===== config.mk =====
export PLATFORM = sky130hd
export DESIGN_NAME = d_eager_fork
export DESIGN_NICKNAME = d
export VERILOG_FILES = /design/src/rtl/d_fork_pkg.sv /design/src/rtl/d_fork_lane.sv /design/src/rtl/d_eager_fork.sv
export SDC_FILE = /design/constraint.sdc
export NUM_CORES = 1
export LEC_CHECK = 0
export ABC_AREA = 1
export CAP_MARGIN = 15
export CELL_PAD_IN_SITES_DETAIL_PLACEMENT = 1
export CELL_PAD_IN_SITES_GLOBAL_PLACEMENT = 2
export CORE_ASPECT_RATIO = 1.25
export CORE_MARGIN = 2
export CORE_UTILIZATION = 10
export CTS_CLUSTER_DIAMETER = 50
export DETAILED_ROUTE_END_ITERATION = 10
export GPL_TIMING_DRIVEN = 0
export PLACE_DENSITY = 0.95
export SYNTH_ARGS = -nofsm -noshare
export SYNTH_HDL_FRONTEND = slang
export SYNTH_HIERARCHICAL = 1
export SYNTH_SLANG_ARGS = --single-unit

===== constraint.sdc =====
create_clock -name clock -period 1.1 [get_ports clock]
set_input_delay 0.22 -clock clock [delete_from_list [all_inputs] [get_ports clock]]
set_output_delay 0.22 -clock clock [all_outputs]
set_load 0.02 [all_outputs]

===== src/rtl/d_fork_pkg.sv =====
// Shared constants and types for the eager fork that sits behind each CGRA cell FIFO.
// The lane mask type is sized for the widest legal fork so every instance can share it.
package d_fork_pkg;

  localparam int DATA_WIDTH_DEF = 32;
  localparam int NUM_OUT_DEF    = 4;
  localparam int NUM_OUT_MAX    = 8;

  typedef logic [NUM_OUT_MAX-1:0] lane_mask_t;

endpackage : d_fork_pkg


===== src/rtl/d_fork_lane.sv =====
// One output lane of the eager fork: a single "served" flop that remembers whether
// this consumer already took the token currently presented upstream.
module d_fork_lane
  import d_fork_pkg::*;
(
  input  logic clock,
  input  logic reset,
  input  logic mask_i,
  input  logic din_v,
  input  logic dout_r_i,
  input  logic fire,
  output logic dout_v_i,
  output logic ok_i
);

  logic done_q;
  logic done_d;

  // Valid never looks at the consumer's ready, so no ready->valid path exists.
  assign dout_v_i = din_v & mask_i & ~done_q;
  assign ok_i     = ~mask_i | done_q | dout_r_i;

  always_comb begin
    done_d = done_q;
    if (fire) begin
      done_d = 1'b0;
    end else if (dout_v_i & dout_r_i) begin
      done_d = 1'b1;
    end
  end

  always_ff @(posedge clock) begin
    if (reset) begin
      done_q <= 1'b0;
    end else begin
      done_q <= done_d;
    end
  end

endmodule : d_fork_lane


===== src/rtl/d_eager_fork.sv =====
// Elastic eager fork: broadcasts one valid/ready token to NUM_OUT consumers and only
// releases it upstream once every enabled lane has taken it. Payload passes through.
module d_eager_fork
  import d_fork_pkg::*;
#(
  parameter int DATA_WIDTH = DATA_WIDTH_DEF,
  parameter int NUM_OUT    = NUM_OUT_DEF
) (
  input  logic                  clock,
  input  logic                  reset,
  input  logic [NUM_OUT-1:0]    io_mask,
  input  logic [DATA_WIDTH-1:0] io_din,
  input  logic                  io_din_v,
  output logic                  io_din_r,
  output logic [DATA_WIDTH-1:0] io_dout,
  output logic [NUM_OUT-1:0]    io_dout_v,
  input  logic [NUM_OUT-1:0]    io_dout_r
);

  logic [NUM_OUT-1:0] ok;
  lane_mask_t         okPad;
  logic               fire;

  // Unused upper lanes read as complete so the reduction covers only real lanes.
  always_comb begin
    okPad              = '1;
    okPad[NUM_OUT-1:0] = ok;
  end

  // Ready is built from ok alone and never from io_din_v, avoiding a loop through the FIFO.
  assign io_din_r = &okPad;
  assign fire     = io_din_v & io_din_r;
  assign io_dout  = io_din;

  for (genvar i = 0; i < NUM_OUT; i++) begin : gLane
    d_fork_lane uLane (
      .clock    (clock),
      .reset    (reset),
      .mask_i   (io_mask[i]),
      .din_v    (io_din_v),
      .dout_r_i (io_dout_r[i]),
      .fire     (fire),
      .dout_v_i (io_dout_v[i]),
      .ok_i     (ok[i])
    );
  end

endmodule : d_eager_fork


==> results.md <==
* Post-synth EDFFs at 0
* Slew Viols, Final at 0
* Gr usage total at 0.0551
* Hold Crit Class: primary input to register
* Core box area at 4760 µm²
* Die Span X at 67.0 µm
* Gpl congestion at 0.683
* Worst path cell trace: nand3b_1 -> nand2_2 -> nor2_1 -> buf_4
* Setup ws final at -0.106 ns
* Outcome: complete, but fails checks
* Drt drc at 0
* Initial Util at 0.104
* Clock Latency Late Sink at 0.22 ns
* Final setup viols at 5
* Inserted Clock Buffers at 3
* CP arrival at 0.99 ns
* Ys Warns at 6
* Vias in the first global route at 563
* Ys async rst share at 0
* CP endpoint kind: output port
* Top cell type by total area after synthesis: buf_4
* Total Power at 0.875 mW
* DP HPWL at 1330 µm
* Die area at 5540 µm²
* CP Data Required Time at 0.88 ns
* Antenna Nets Post-Route at 0
* RSZ-0062 raised after global routing: true
* Maximum VDD drop at 216 µV
* Ratio of cells with drive above 1 in the final layout at 0.467
* Port Buffers at 47
* Post-DR vias/cell at 3.17
* CTS root buf: clkbuf_8
* Syn_nets at 116
* Biggest register: gLane.uLane/done_q
* Share of the clock period used by the worst path after layout at 1.10
* First-pass GRT wire length at 2230 µm
* Final Hold Viols at 0
* Drt wl/cell at 8.68 µm
* Top FF cell, synth: dfxtp_1
* Crit-path max FO at 3
* Cell variety after synth at 8
* GRT overflow at 0
* Slew HR at 0.852
* Number of flip-flops in the largest register at 4
* P_leak at 0.649 nW
* Syn-to-layout area delta at 131%
* Worst-margin pin slew at 0.222 ns
* Crit-path max cell delay at 0.32 ns
* WP buf/inv at 1
* Antenna cell count at 0
* Top-count cell post-synth: buf_4
* Worst Skew at 0.00147 ns
* Crit path kind: register to output port
* Initial antenna violation count at 0
* Synth top cells by count: buf_4, nand2_1, inv_1, nor2_1
* Final wirelength at 1690 µm
* Clock sinks at 4
* TritonCTS clock tree: built
* Cts hold-fix bufs at 0
* Bufs on Longest Clock Path at 2
* Post-synthesis sequential area ratio at 0.162
* Top Ports at 80
* Top Registers: gLane.uLane/done_q x4
* Synth Area per Inst at 6.79 µm²
* Share of the synthesized area in the top cell type at 0.485
* Synth Register Bits at 4
* Placed Area at 1040 µm²
* Mapped Area at 495 µm²
* Max-cap check violation count at 0
* Row Count at 28
* Largest delay share family, worst path: flip-flops
* Final instance area at 1140 µm²
* Fin nets at 180
* Largest net degree at the start of global routing at 6
* Detailed Route Iter0 Violations at 15
* Die Height at 82.7 µm
* Clock transition at path regs at 0.03 ns
* Startpoint types: register
* Slowest-stage cell, CP: dfxtp_2
* Main area contributors after synthesis: buf_4, dfxtp_1, nand2_1
* Via count at 619
* Failing checks: setup timing
* Fmax at 829 MHz
* CTS H-tree depth at 1
* Pre-antenna DRT Iters at 3
* Cells after Synth at 73
* Pwr Density at 766 nW/µm²
* Final min period at 1.21 ns
where the power goes:
| part | switching, mW | total (mW) | internal (mW) |
|---|---|---|---|
| registers | 0.00409 | 0.159 | 0.155 |
| clock network | 0.0738 | 0.307 | 0.233 |
| logic | 0.191 | 0.409 | 0.219 |
metrics by stage:
| step | setup TNS [ns] | instances | util | hold slack, ns | setup WS [ns] |
|---|---|---|---|---|---|
| floorplan | 0 | 73 | - | 0.362 | 0.0954 |
| global placement | -5.17 | 180 | 0.218 | 0.537 | -0.760 |
| detailed placement | -5.33 | 180 | 0.218 | 0.545 | -0.749 |
| CTS | -0.279 | 193 | 0.231 | 0.487 | -0.0999 |
| global route | -0.535 | 195 | 0.240 | 0.464 | -0.140 |
| finish | -0.162 | 195 | 0.240 | 0.412 | -0.106 |
placed cells by master (no fill, tap or decap):
master / synthesis / routed
buf_4: 32 / 45
dlygate4sd2_1: 0 / 39
inv_1: 9 / 8
nand2_1: 10 / 8
nor2_1: 9 / 7
nand3b_1: 4 / 4
o21bai_1: 4 / 4
dfxtp_2: 0 / 4
clkbuf_8: 0 / 3
nand2_2: 0 / 2
nor2_4: 0 / 2
buf_6: 0 / 2
buf_2: 0 / 2
nor3_4: 0 / 1
inv_2: 0 / 1
clkbuf_2: 0 / 1
clkdlybuf4s50_1: 0 / 1
dlymetal6s2s_1: 0 / 1
metal layers:
layer	share of wire	global-route usage
met2	0.56	0.111
met5	0	0
met1	0.28	0.0388
met3	0.17	0.0339
met4	0	0.0245
worst min-delay path, delay by kind of cell:
kind / cells / cell delay [ns]
buffers and inverters: 2 / 0.16
and+or+nand+nor: 2 / 0.15
AOI/OAI and AO/OA: 1 / 0.06
layout make-up:
type	count	area [µm²]
fill	589	3620
inverter	9	33.8
tap	60	75.1
buffer	32	240
sequential	4	85.1
timing repair buffer	59	499
multi-input combinational	28	168
clock buffer	3	41.3
cells by family (layout without fill, tap and decap cells):
family | Yosys count | after routing | synth area share
AOI/OAI and AO/OA | 4 | 4 | 0.0606
and+or+nand+nor | 24 | 24 | 0.225
buffers and inverters | 41 | 103 | 0.553
DFF | 4 | 4 | 0.162
timing repair:
action                                  4_1_cts  5_1_grt
endpoints found under the setup margin       40       10
gates resized for setup                      70       10
buffers inserted                             10        2
pin swaps                                     6        8
final timing paths:
| kind | end | cells after the start | slack, ns | startpoint |
|---|---|---|---|---|
| hold reg to reg | gLane[3].uLane/done_q$_SDFFE_PP0P_ | 3 | 0.54 | gLane[3].uLane/done_q$_SDFFE_PP0P_ |
| setup / recovery | io_din_r | 4 | -0.11 | gLane[2].uLane/done_q$_SDFFE_PP0P_ |
| setup reg to reg | gLane[1].uLane/done_q$_SDFFE_PP0P_ | 7 | -0.03 | gLane[3].uLane/done_q$_SDFFE_PP0P_ |
| hold / removal | gLane[3].uLane/done_q$_SDFFE_PP0P_ | 5 | 0.41 | io_din_v |
Power figures use the tool's default switching activity.
